--- config.mk ---
export PLATFORM = sky130hd
export DESIGN_NAME = rv32_writeback_unit
export DESIGN_NICKNAME = d
export VERILOG_FILES = /design/src/rtl/rv32_writeback_unit.sv
export SDC_FILE = /design/constraint.sdc
export NUM_CORES = 1
export LEC_CHECK = 0
export CAP_MARGIN = 30
export CORE_MARGIN = 5
export CORE_UTILIZATION = 50
export DETAILED_ROUTE_END_ITERATION = 10
export PLACE_DENSITY = 0.93
export SLEW_MARGIN = 20
export SYNTH_ARGS = -nofsm -noshare
export SYNTH_HDL_FRONTEND = slang
export SYNTH_SLANG_ARGS = --single-unit
--- constraint.sdc ---
create_clock -name clk -period 3.1 [get_ports clk]
set_input_delay 0.465 -clock clk [delete_from_list [all_inputs] [get_ports clk]]
set_output_delay 0.465 -clock clk [all_outputs]
set_load 0.01 [all_outputs]
--- src/rtl/rv32_writeback_unit.sv ---
// RV32 register-file writeback unit: in-order load queue, load formatting and
// ALU/load write-port arbitration. Define RV32_WB_ALIGN_CHECK_EN to flag and suppress misaligned loads.
module rv32_writeback_unit #(
    parameter int LQ_DEPTH = 4
) (
    input  logic                       clk,
    input  logic                       rst_n,
    input  logic                       alu_valid,
    output logic                       alu_ready,
    input  logic [4:0]                 alu_rd,
    input  logic [31:0]                alu_data,
    input  logic                       ld_issue_valid,
    output logic                       ld_issue_ready,
    input  logic [4:0]                 ld_issue_rd,
    input  logic [2:0]                 ld_issue_funct3,
    input  logic [1:0]                 ld_issue_addr_lo,
    input  logic                       mem_rsp_valid,
    output logic                       mem_rsp_ready,
    input  logic [31:0]                mem_rsp_data,
    output logic                       write_reg,
    output logic [4:0]                 sel_d1,
    output logic [31:0]                reg_d1,
    output logic [31:0]                busy_mask,
    output logic [$clog2(LQ_DEPTH):0]  lq_count,
    output logic                       misalign_err
);

    localparam int PTR_W = $clog2(LQ_DEPTH);
    localparam int CNT_W = PTR_W + 1;
    localparam logic [PTR_W-1:0] PTR_ONE  = {{(PTR_W-1){1'b0}}, 1'b1};
    localparam logic [CNT_W-1:0] CNT_ONE  = {{(CNT_W-1){1'b0}}, 1'b1};
    localparam logic [CNT_W-1:0] CNT_FULL = CNT_W'(LQ_DEPTH);

    // Shift the word down by the byte offset (zero-filling from above), then extract/extend.
    function automatic logic [31:0] format_load(input logic [31:0] raw,
                                                input logic [2:0]  funct3,
                                                input logic [1:0]  addr_lo);
        logic [31:0] sh;
        sh = raw >> {addr_lo, 3'b000};
        case (funct3)
            3'b000:  return {{24{sh[7]}}, sh[7:0]};
            3'b001:  return {{16{sh[15]}}, sh[15:0]};
            3'b100:  return {24'h000000, sh[7:0]};
            3'b101:  return {16'h0000, sh[15:0]};
            default: return sh;
        endcase
    endfunction

`ifdef RV32_WB_ALIGN_CHECK_EN
    function automatic logic is_misaligned(input logic [2:0] funct3,
                                           input logic [1:0] addr_lo);
        case (funct3)
            3'b001, 3'b101:                 return addr_lo[0];
            3'b010, 3'b011, 3'b110, 3'b111: return (addr_lo != 2'b00);
            default:                        return 1'b0;
        endcase
    endfunction
`endif

    logic [4:0]          lq_rd_r     [LQ_DEPTH];
    logic [2:0]          lq_funct3_r [LQ_DEPTH];
    logic [1:0]          lq_addr_r   [LQ_DEPTH];
    logic                lq_mis_r    [LQ_DEPTH];
    logic [LQ_DEPTH-1:0] lq_valid_r;
    logic [PTR_W-1:0]    wr_ptr_r;
    logic [PTR_W-1:0]    rd_ptr_r;

    logic        push_s;
    logic        pop_s;
    logic        issue_mis_s;
    logic [4:0]  head_rd_s;
    logic        head_mis_s;
    logic [31:0] load_data_s;
    logic [31:0] busy_s;

    assign ld_issue_ready = (lq_count != CNT_FULL);
    assign mem_rsp_ready  = (lq_count != {CNT_W{1'b0}});
    assign push_s         = ld_issue_valid && ld_issue_ready;
    assign pop_s          = mem_rsp_valid && mem_rsp_ready;
    assign alu_ready      = !pop_s;

    assign head_rd_s   = lq_rd_r[rd_ptr_r];
    assign head_mis_s  = lq_mis_r[rd_ptr_r];
    assign load_data_s = format_load(mem_rsp_data, lq_funct3_r[rd_ptr_r], lq_addr_r[rd_ptr_r]);

`ifdef RV32_WB_ALIGN_CHECK_EN
    logic misalign_r;
    assign issue_mis_s  = is_misaligned(ld_issue_funct3, ld_issue_addr_lo);
    assign misalign_err = misalign_r;

    // Registered one-cycle misalignment pulse following the issue handshake.
    always_ff @(posedge clk or negedge rst_n) begin
        if (!rst_n) begin
            misalign_r <= 1'b0;
        end else begin
            misalign_r <= push_s && issue_mis_s;
        end
    end
`else
    assign issue_mis_s  = 1'b0;
    assign misalign_err = 1'b0;
`endif

    // Load queue storage, pointers, per-entry valid bits and occupancy.
    always_ff @(posedge clk or negedge rst_n) begin
        if (!rst_n) begin
            wr_ptr_r   <= '0;
            rd_ptr_r   <= '0;
            lq_valid_r <= '0;
            lq_count   <= '0;
            for (int i = 0; i < LQ_DEPTH; i++) begin
                lq_rd_r[i]     <= 5'd0;
                lq_funct3_r[i] <= 3'd0;
                lq_addr_r[i]   <= 2'd0;
                lq_mis_r[i]    <= 1'b0;
            end
        end else begin
            if (push_s) begin
                lq_rd_r[wr_ptr_r]     <= ld_issue_rd;
                lq_funct3_r[wr_ptr_r] <= ld_issue_funct3;
                lq_addr_r[wr_ptr_r]   <= ld_issue_addr_lo;
                lq_mis_r[wr_ptr_r]    <= issue_mis_s;
                lq_valid_r[wr_ptr_r]  <= 1'b1;
                wr_ptr_r              <= wr_ptr_r + PTR_ONE;
            end
            if (pop_s) begin
                lq_valid_r[rd_ptr_r] <= 1'b0;
                rd_ptr_r             <= rd_ptr_r + PTR_ONE;
            end
            case ({push_s, pop_s})
                2'b10:   lq_count <= lq_count + CNT_ONE;
                2'b01:   lq_count <= lq_count - CNT_ONE;
                default: lq_count <= lq_count;
            endcase
        end
    end

    // Busy mask: one-hot rd of every queued load, register 0 never busy.
    always_comb begin
        busy_s = 32'h0000_0000;
        for (int i = 0; i < LQ_DEPTH; i++) begin
            busy_s = busy_s | (lq_valid_r[i] ? (32'h0000_0001 << lq_rd_r[i]) : 32'h0000_0000);
        end
        busy_s[0] = 1'b0;
    end

    assign busy_mask = busy_s;

    // Write port: load response has priority; the ALU result is taken only when no response pops.
    always_ff @(posedge clk or negedge rst_n) begin
        if (!rst_n) begin
            write_reg <= 1'b0;
            sel_d1    <= 5'd0;
            reg_d1    <= 32'h0000_0000;
        end else if (pop_s) begin
            write_reg <= (head_rd_s != 5'd0) && !head_mis_s;
            sel_d1    <= head_rd_s;
            reg_d1    <= load_data_s;
        end else if (alu_valid) begin
            write_reg <= (alu_rd != 5'd0);
            sel_d1    <= alu_rd;
            reg_d1    <= alu_data;
        end else begin
            write_reg <= 1'b0;
        end
    end

endmodule

==> impl_metrics.py, run 1 <==
metrics = {
    "run_status": {
        "outcome": "finished clean",
    },
    "global_route": {
        "antenna_found_initial": 0,
        "grt_pass1_wl_um": 32290,
        "overflow": 0,
        "grt_use_met3": 0.07069,
        "grtUsageTotal": 0.2862,
        "grt-busiest-layer": "met2",
        "grt_max_degree": 58,
        "use_met1": 0.3633,
        "use_met2": 0.4654,
        "grt_pass1_vias": 5750,
    },
    "yosys": {
        "syn_inst": 585,
        "yosys.area.top_type_share": 0.3861,
        "ys_top_cells_by_area": "dfrtp_1 39%, mux2_2 8.8%, mux2i_1 8.3%",
        "synth_top_area_cell": "dfrtp_1",
        "synth_xor_area_frac": 0.007264,
        "synth_mux_area_frac": 0.2206,
        "synth_compound_area_frac": 0.1810,
        "synth_simple_gate_area_frac": 0.1235,
        "yosysMostFrequentCell": "dfrtp_1",
        "dominantRegCellSynth": "dfrtp_1",
        "seq_area_frac_synth": 0.3861,
        "async_flop_share": 1.000,
        "synth_top_family_by_area": "multiplexers",
        "synth_edf_count": 0,
        "synthTopCellsByCount": "93 x dfrtp_1, 53 x nand2_1, 50 x mux2i_1, 47 x mux2_2, 34 x a21oi_1",
        "yosys_warnings": 0,
        "ys_types": 51,
        "ys_ff_latch": 93,
        "synth-adder-area-share": 0.02200,
        "synth.avg_cell_area_um2": 10.30,
        "synthesis.area_um2": 6028,
    },
    "timing": {
        "tns_ns": 0,
        "final_max_slew_viol_count": 0,
        "post-route-min-period_ns": 2.820,
        "final-hold-violation-count": 0,
        "finalSetupViolCount": 0,
        "max_slew_margin": 0.4822,
        "worst_slack_ns": 0.2804,
        "finClkSkew_ns": 0.006622,
        "rsz0062_at_grt": "false",
        "worst_pin_slew_ns": 0.7738,
        "fmax_ghz": 0.3547,
        "fin_crit_sh": 0.9096,
    },
    "place": {
        "placed_area_um2": 7602,
        "place_congestion": 0.9784,
        "dp_hpwl_um": 14740,
        "pre_cts_ws_ns": 0.2679,
        "portBuffers": 158,
    },
    "critical_path": {
        "reg2reg_from": "rd_ptr_r[0]$_DFFE_PN0N_",
        "r2r_cells": 6,
        "crit_chain": "or3b_2, inv_1, a22oi_1, o221ai_1, clkdlybuf4s50_1",
        "reg2reg_to": "reg_d1[19]$_DFFE_PN0P_",
        "start_kind": "flop",
        "worstPathRequired_ns": 2.63,
        "cpPeakStageDelay_ns": 0.59,
        "reg2reg_slack_ns": 0.34,
        "critical_path_class": "flop to output pin",
        "critPathArrivalTime_ns": 2.35,
        "cpMaxStageDelayCell": "clkdlybuf4s50_1",
        "cp-end-kind": "output pin",
        "critPathMaxFanout": 7,
    },
    "clock_network": {
        "clockBufferDepth": 2,
        "tritoncts": "built",
        "root_buffer": "clkbuf_16",
        "cts.sinks": 93,
        "cts_buffers": 9,
        "clkSlewWorstSetupHoldPaths_ns": 0.06,
        "clk_latency_ns": 0.34,
        "cts_resized": 0,
        "holdBufCountCts": 0,
        "post_cts_buffers": 0,
        "h-tree-depth": 3,
    },
    "cells_and_area": {
        "syn2layout_area_growth_pct": 31.42,
        "nets": 812,
        "utilization": 0.6651,
        "drive_above_1_share": 0.1290,
        "largestRegisters": "reg_d1 x32, lq_rd_r x20, lq_funct3_r x12",
        "largest_reg_flops": 32,
        "n_antenna_cell": 0,
        "top_register": "reg_d1",
        "fin_area_um2": 7923,
    },
    "flow_run": {
        "max_cap_viol_count": 0,
    },
    "floorplanning": {
        "rows": 40,
        "ioPinCount": 161,
        "initial_core_util": 0.5061,
        "die_h_um": 119.8,
        "die_area_um2": 14350,
        "die_w_um": 119.8,
        "core_area_um2": 11910,
    },
    "drt": {
        "wl_per_cell_um": 23.97,
        "drtAntennaViolNets": 0,
        "drt_wl_total_um": 20810,
        "num_vias": 5690,
        "drtIter0Drc": 756,
        "routed_via_density": 6.555,
        "drcViolationCount": 0,
        "firstDrtPassIters": 5,
    },
    "power": {
        "p_sw_mw": 3.763,
        "p_per_area_nw_per_um2": 1105,
        "internal-power_mw": 4.991,
        "p_total_mw": 8.755,
        "pwr-share-comb": 0.583,
        "p_seq_frac": 0.289,
        "swShare": 0.4299,
        "clock_power_share": 0.128,
        "irDropWorstVdd_mv": 0.5487,
        "power.leakage_nw": 3.272,
    },
    "min_path": {
        "hp-class": "input pin to async pin",
    },
}
[worst max path at each step]
stage / startpoint / to / cells after the start
after CTS: rd_ptr_r[0]$_DFFE_PN0N_ / reg_d1[19]$_DFFE_PN0P_ / 5
final: lq_rd_r[3]$_DFFE_PN0P_ / busy_mask[5] / 5
after global placement: rd_ptr_r[0]$_DFFE_PN0N_ / reg_d1[31]$_DFFE_PN0P_ / 5
after floorplan: lq_count[0]$_DFFE_PN0P_ / lq_count[2]$_DFFE_PN0P_ / 11
after global routing: lq_rd_r[3]$_DFFE_PN0P_ / busy_mask[5] / 5
after detailed placement: rd_ptr_r[0]$_DFFE_PN0N_ / reg_d1[25]$_DFFE_PN0P_ / 5
[power by group through the flow]
stage / clock, mW / combinational, mW / sequential (mW)
after global placement: 0 / 4.73 / 2.45
after floorplan: 0 / 3.34 / 2.29
final: 1.12 / 5.11 / 2.53
after global routing: 1.20 / 5.42 / 2.61
after CTS: 1.14 / 4.97 / 2.51
after detailed placement: 0 / 4.91 / 2.52
[cell type report]
type	instances	area (um^2)
Clock buffer	13	270.3
Timing Repair Buffer	169	1682
Fill cell	822	3989
Sequential cell	93	2327
Clock inverter	1	30.03
Tap cell	147	183.9
Inverter	21	78.83
Multi-Input combinational cell	424	3351
[per-stage QoR]
step	hold slack, ns	instances
final	0.1910	868
after detailed placement	0.4661	853
after floorplan	0.1694	586
after global routing	0.2476	868
after CTS	0.2105	867
after global placement	0.4630	853
[kinds of logic (layout without fill, tap and decap cells)]
family	Yosys count	count (layout)
AO/OA/AOI/OAI	155	155
XOR/XNOR	5	5
adder cells (fa/ha/maj)	10	10
buffers and inverters	69	204
flip-flops	93	93
multiplexers	109	109
other	1	2
AND/OR/NAND/NOR	143	143
[cell usage in the layout (no fill, tap or decap), types with 3 or more instances in the layout]
cell type / synthesis / layout
nand2_1: 53 / 53
o221ai_1: 16 / 16
o211ai_1: 18 / 18
nand2b_1: 5 / 5
nor3b_1: 8 / 8
or3b_2: 6 / 6
clkbuf_8: 3 / 3
xnor2_1: 3 / 3
and2_1: 6 / 5
mux4_1: 8 / 8
and3b_1: 5 / 5
inv_1: 20 / 20
clkdlybuf4s50_1: 0 / 156
mux2_2: 47 / 47
mux2i_1: 50 / 50
o21ai_0: 17 / 17
nand3b_1: 10 / 10
or3_1: 3 / 3
dfrtp_1: 93 / 93
o22ai_1: 20 / 20
buf_4: 2 / 10
a21oi_1: 34 / 34
a22oi_1: 32 / 32
nand3_1: 5 / 5
nor2_1: 29 / 29
clkbuf_16: 0 / 9
a221o_1: 12 / 12
mux4_2: 4 / 4
and3_1: 4 / 4
ha_1: 9 / 9
[critical path, delay by kind of cell, from the launching register on]
family | cells | cell delay (ns)
simple gates | 1 | 0.47
compound gates | 2 | 0.25
flops | 1 | 0.42
buf+inv | 2 | 0.87
[routing by layer]
| layer | routed length [um] | up-vias |
|---|---|---|
| met5 | 0 | - |
| met4 | 821 | 0 |
| met3 | 2071 | 71 |
| met2 | 9898 | 388 |
| met1 | 8017 | 2771 |
| li1 | - | 2460 |
(Power assumes the default switching activity.)
==> inputs of run 2 (changes only) <==
--- a/config.mk
+++ b/config.mk
@@ -9,6 +9,7 @@
 export CORE_MARGIN = 5
 export CORE_UTILIZATION = 50
 export DETAILED_ROUTE_END_ITERATION = 10
+export GPL_TIMING_DRIVEN = 0
 export PLACE_DENSITY = 0.93
 export SLEW_MARGIN = 20
 export SYNTH_ARGS = -nofsm -noshare
==> impl_metrics.py, run 2 (synthesis results as in run 1) <==
metrics = {
    "run_status": {
        "outcome": "finished clean",
    },
    "place": {
        "portBuffers": 158,
        "placed_cells": 893,
        "place_congestion": 0.9320,
        "dp_hpwl_um": 15460,
    },
    "floorplanning": {
        "rows": 40,
        "ioPinCount": 161,
        "die_area_um2": 14350,
        "core_area_um2": 11910,
        "die_w_um": 119.8,
        "die_h_um": 119.8,
        "initial_core_util": 0.5061,
    },
    "global_route": {
        "grt_pass1_wl_um": 32980,
        "grt_use_met3": 0.08341,
        "grt_max_degree": 59,
        "grt-busiest-layer": "met2",
        "use_met2": 0.4799,
        "grt_pass1_vias": 5960,
        "use_met1": 0.3572,
        "overflow": 0,
        "antenna_found_initial": 0,
        "grtUsageTotal": 0.2930,
    },
    "flow_run": {
        "max_cap_viol_count": 0,
    },
    "timing": {
        "finClkSkew_ns": 0.005506,
        "holdWs_ns": 0.06667,
        "fin_crit_sh": 0.9714,
        "finalSetupViolCount": 0,
        "fmax_ghz": 0.3321,
        "post-route-min-period_ns": 3.011,
        "final_max_slew_viol_count": 0,
        "max_slew_margin": 0.4405,
        "worst_pin_slew_ns": 0.8393,
        "final-hold-violation-count": 0,
        "rsz0062_at_grt": "false",
    },
    "drt": {
        "drt_wl_total_um": 21430,
        "drcViolationCount": 0,
        "drtAntennaViolNets": 0,
        "routed_via_density": 6.507,
        "drtIter0Drc": 809,
        "firstDrtPassIters": 8,
        "wl_per_cell_um": 23.60,
        "num_vias": 5908,
    },
    "clock_network": {
        "cts.sinks": 93,
        "root_buffer": "clkbuf_16",
        "cts_buffers": 9,
        "holdBufCountCts": 0,
        "clockBufferDepth": 2,
        "post_cts_buffers": 0,
        "clkSlewWorstSetupHoldPaths_ns": 0.07,
        "cts_resized": 0,
        "h-tree-depth": 3,
        "clk_latency_ns": 0.35,
        "tritoncts": "built",
    },
    "power": {
        "irDropWorstVdd_mv": 0.3973,
        "power.leakage_nw": 3.357,
        "p_per_area_nw_per_um2": 1104,
    },
    "cells_and_area": {
        "syn2layout_area_growth_pct": 34.77,
        "final_cell_mix": "157 x clkdlybuf4s50_1, 93 x dfrtp_1, 53 x nand2_1",
        "largest_reg_flops": 32,
        "top_register": "reg_d1",
        "layoutNonFillerInstCount": 908,
        "utilization": 0.6820,
        "largestRegisters": "reg_d1 x32, lq_rd_r x20, lq_funct3_r x12",
        "fillers": 853,
        "drive_above_1_share": 0.1288,
        "nets": 850,
        "n_antenna_cell": 0,
        "final_common_cell": "clkdlybuf4s50_1",
    },
    "min_path": {
        "hp-class": "input pin to async pin",
    },
    "critical_path": {
        "start_kind": "flop",
        "r2r_cells": 11,
        "crit_chain": "nor3b_1, buf_2, nand2_1, o21ai_0, a211o_1, clkdlybuf4s50_1",
        "critical_path_class": "flop to output pin",
        "worstPathRequired_ns": 2.63,
        "cpMaxStageDelayCell": "nor3b_1",
        "path_buf_inv": 2,
        "cp-end-kind": "output pin",
        "reg2reg_slack_ns": 0.35,
        "reg2reg_to": "lq_count[2]$_DFFE_PN0P_",
        "critPathMaxFanout": 6,
        "cp_top_family": "buffers and inverters",
        "critPathArrivalTime_ns": 2.55,
        "reg2reg_from": "lq_count[0]$_DFFE_PN0P_",
        "cpPeakStageDelay_ns": 0.59,
    },
}
run 2: how the worst max path moves through the flow:
stage                             from                       to  slack [ns]  cells past startpoint
2_1_floorplan  lq_count[0]$_DFFE_PN0P_  lq_count[2]$_DFFE_PN0P_        0.70                     11
3_3_place_gp                     rst_n   reg_d1[28]$_DFFE_PN0P_       -1.62                      1
3_5_place_dp             mem_rsp_valid  lq_count[2]$_DFFE_PN0P_        0.03                     11
4_1_cts        lq_rd_r[11]$_DFFE_PN0P_            busy_mask[10]        0.09                      6
5_1_grt        lq_rd_r[19]$_DFFE_PN0P_             busy_mask[2]        0.02                      6
6_report       lq_rd_r[19]$_DFFE_PN0P_             busy_mask[2]        0.09                      6
run 2: final cells by class:
class | count | area (um^2) | share of cell area
Clock inverter | 6 | 71.32 | 0.008779
Clock buffer | 10 | 229.0 | 0.02818
Sequential cell | 93 | 2327 | 0.2865
Timing Repair Buffer | 160 | 1612 | 0.1984
Buffer | 47 | 272.8 | 0.03357
Tap cell | 147 | 183.9 | 0.02264
Inverter | 21 | 78.83 | 0.009703
Multi-Input combinational cell | 424 | 3349 | 0.4123
run 2: per-stage QoR:
step                area (um^2)  power, mW  worst slack, ns  setup TNS (ns)
floorplan                  6032      5.627           0.6989               0
global placement           7797      7.488           -1.624         -150.30
detailed placement         7828      7.709          0.02574               0
CTS                        8128      8.892          0.09111               0
global route               8124      9.437          0.01530               0
finish                     8124      8.965          0.08875               0
run 2: worst reg2reg max path: stages (launching register included):
cell      delay (ns)
dfrtp_1         0.41
or3_1           0.15
and2_1          0.14
clkbuf_8        0.17
clkbuf_8        0.18
clkbuf_1        0.42
ha_1            0.27
inv_1           0.08
fa_1            0.42
xor2_1          0.16
nor2_1          0.12
xor2_1          0.14
run 2: per-layer routing:
layer  part of all wire  wire length, um
met2               0.47            10130
met5                  0                0
met1               0.38             8119
met3               0.11             2265
met4              0.043              918
run 2: report_power, final:
| group | total (mW) | internal [mW] | switching, mW |
|---|---|---|---|
| registers | 2.32 | 1.83 | 0.494 |
| logic | 5.53 | 2.61 | 2.92 |
| clock network | 1.12 | 0.632 | 0.488 |
| total | 8.97 | 5.07 | 3.90 |
==> variant: new RTL, config.mk and constraints of run 1 <==
Put one more register stage on the output `lq_count`, cleared by the reset. The value now appears one clock later. The other outputs are not delayed to match.
--- a/src/rtl/rv32_writeback_unit.sv
+++ b/src/rtl/rv32_writeback_unit.sv
@@ -31,4 +31,6 @@
     localparam logic [CNT_W-1:0] CNT_ONE  = {{(CNT_W-1){1'b0}}, 1'b1};
     localparam logic [CNT_W-1:0] CNT_FULL = CNT_W'(LQ_DEPTH);
+
+    logic [$clog2(LQ_DEPTH):0] lq_count_s0;
 
     // Shift the word down by the byte offset (zero-filling from above), then extract/extend.
@@ -74,6 +76,6 @@
     logic [31:0] busy_s;
 
-    assign ld_issue_ready = (lq_count != CNT_FULL);
-    assign mem_rsp_ready  = (lq_count != {CNT_W{1'b0}});
+    assign ld_issue_ready = (lq_count_s0 != CNT_FULL);
+    assign mem_rsp_ready  = (lq_count_s0 != {CNT_W{1'b0}});
     assign push_s         = ld_issue_valid && ld_issue_ready;
     assign pop_s          = mem_rsp_valid && mem_rsp_ready;
@@ -108,5 +110,5 @@
             rd_ptr_r   <= '0;
             lq_valid_r <= '0;
-            lq_count   <= '0;
+            lq_count_s0 <= '0;
             for (int i = 0; i < LQ_DEPTH; i++) begin
                 lq_rd_r[i]     <= 5'd0;
@@ -129,7 +131,7 @@
             end
             case ({push_s, pop_s})
-                2'b10:   lq_count <= lq_count + CNT_ONE;
-                2'b01:   lq_count <= lq_count - CNT_ONE;
-                default: lq_count <= lq_count;
+                2'b10:   lq_count_s0 <= lq_count_s0 + CNT_ONE;
+                2'b01:   lq_count_s0 <= lq_count_s0 - CNT_ONE;
+                default: lq_count_s0 <= lq_count_s0;
             endcase
         end
@@ -166,4 +168,12 @@
     end
 
+    always_ff @(posedge clk or negedge rst_n) begin
+        if (!rst_n) begin
+            lq_count <= '0;
+        end else begin
+            lq_count <= lq_count_s0;
+        end
+    end
+
 endmodule
 
Behaviour: not the same (Yosys sat finds a counterexample within 4 cycles, from zero or initial values and one cycle with rst_n low).
==> variant against run 1 <==
- setup slack worse by 0.11 ns
- final area up 1.4%
- highest routed layer unchanged
- critical endpoint is now reg_d1[21]
- critical path depth unchanged
- critical path type is now register to register
- hold slack worse by 0.052 ns
- first-iteration DRC count up 5.2%
- total power up 1.8%
- die area up 0.58%
- routed wire length down 1.2%
- sequential cell count up 3
- area after synthesis up 0.62%
- register-to-register slack worse by 0.17 ns
- synthesized cell count up 1.9%
==> variant: results (changes against run 1) <==
Final Hold Viols 0 (unchanged); initial antenna violation count 0 (unchanged); met1 usage 35.4% (-0.94 points); final RePlAce weighted congestion 0.948 (-3.1%); Slew Limit Headroom 39.2% (-9.0 points); cell area power density 1110 nW/um^2 (+0.40%); Setup Buffers After CTS 0 (unchanged); first-iteration detailed-routing DRC count 795 (+5.2%); Yosys cell types 48 (-5.9%); Leakage 3.38 nW (+3.2%); met2 global-route usage 45.0% (-1.6 points); Synth Instances 596 (+1.9%); Worst Clk Skew 0.00901 ns (+0.00239 ns); total track usage 28.0% (-0.61 points); Resize count post-CTS 0 (unchanged); CTS Buf Count 9 (unchanged); layout cells sized above 1 12.0% (-0.93 points); Sequential Power Share 29.1% (+0.2 points); Synth Flop Type dfrtp_1; Clk. pwr 0.00116 W (+4%); register area share after synthesis 39.6% (+1.0 points); diodes inserted 0 (unchanged); worst skew pair latency 0.36 ns (+0.02 ns); nets 824 (+1.5%); crit-path leading delay family compound AO/OA/AOI/OAI gates; Hold/Removal Path Class input port to asynchronous set/reset pin; status finished clean; via count 5812 (+2.1%); H-tree Lvls 3 (unchanged); clock slew at reported path FFs 0.07 ns; Longest Clk Path Bufs 2 (unchanged); drt first pass iters 7 (+2); maximum vdd drop 560 uV (+2.1%); most frequent cells after synthesis dfrtp_1, nand2_1, mux2i_1; crit-path max cell delay 0.82 ns (+0.23 ns); port bufs 158 (unchanged); first-pass GRT wire length 31700 um (-1.7%); arrival time worst endpoint 3.10 ns (+0.75 ns); Detailed Place HPWL 14700 um (-0.15%); cell with the largest stage delay on the worst path o41ai_4; clk root buf clkbuf_16; fill cell count 872 (+6.1%); Internal Power 0.00505 W (+1.2%); placed cell count 866 (+1.5%); met3 Usage GRT 6.22% (-0.85 points); Synth area leaders dfrtp_1, mux2i_1, mux2_2; YS warnings 0 (unchanged); Post-synth ARST share 100% (unchanged); final non-filler cell total 882 (+1.6%); CP max FO 16 (+9); Total Wirelength 20600 um (-1.2%); top flop regs reg_d1 x32, lq_rd_r x20, lq_funct3_r x12; pin count of the biggest net entering global routing 51 (-12%)
variant: metal layers:
layer | share of wire, % | routed length [um]
met1 | 38 | 7900
met2 | 47 | 9570
met3 | 11 | 2270
met4 | 3.9 | 808
met5 | 0 | 0
variant: metrics by stage:
step / hold slack [ns] / setup slack [ns] / util, % / instance area [sq um]
floorplan: 0.169 / 0.578 / - / 6070
global placement: 0.374 / 0.397 / 64.5 / 7720
detailed placement: 0.394 / 0.284 / 64.5 / 7720
CTS: 0.158 / 0.218 / 67.2 / 8030
global route: 0.197 / 0.0814 / 67.2 / 8030
finish: 0.139 / 0.171 / 67.2 / 8030
variant: final cells by class:
type                    count  area share [%]
clock buffers              11            3.15
clock inverters             5           0.779
multi-input cells         425            41.7
well taps                 147            2.29
flip-flops and latches     96            29.9
repair buffers            170            20.9
inverters                  28            1.31
variant: worst paths after layout:
check / start / to / slack (ns) / cells after the start
worst min-delay path: rst_n / sel_d1[4] / 0.14 / 1
worst max register to register: rd_ptr_r[0] / reg_d1[21] / 0.17 / 5
worst max-delay path: rd_ptr_r[0] / reg_d1[21] / 0.17 / 5
max in group asynchronous: rst_n / reg_d1[24] / 2.28 / 2
min in group clk: lq_count_s0[1] / lq_count[1] / 0.40 / 0
worst min register to register: lq_count_s0[1] / lq_count[1] / 0.40 / 0
variant: cell families (layout without fill, tap and decap cells):
kind of cell / count (synthesis) / in the layout / share of synthesized area (%)
simple gates: 149 / 149 / 12.8
other cells: 1 / 2 / 0.0618
mux: 104 / 104 / 21.0
xor+xnor: 5 / 5 / 0.722
compound gates: 155 / 155 / 18.4
fa+ha+maj: 10 / 10 / 2.19
buf+inv: 76 / 214 / 5.24
flops: 96 / 96 / 39.6
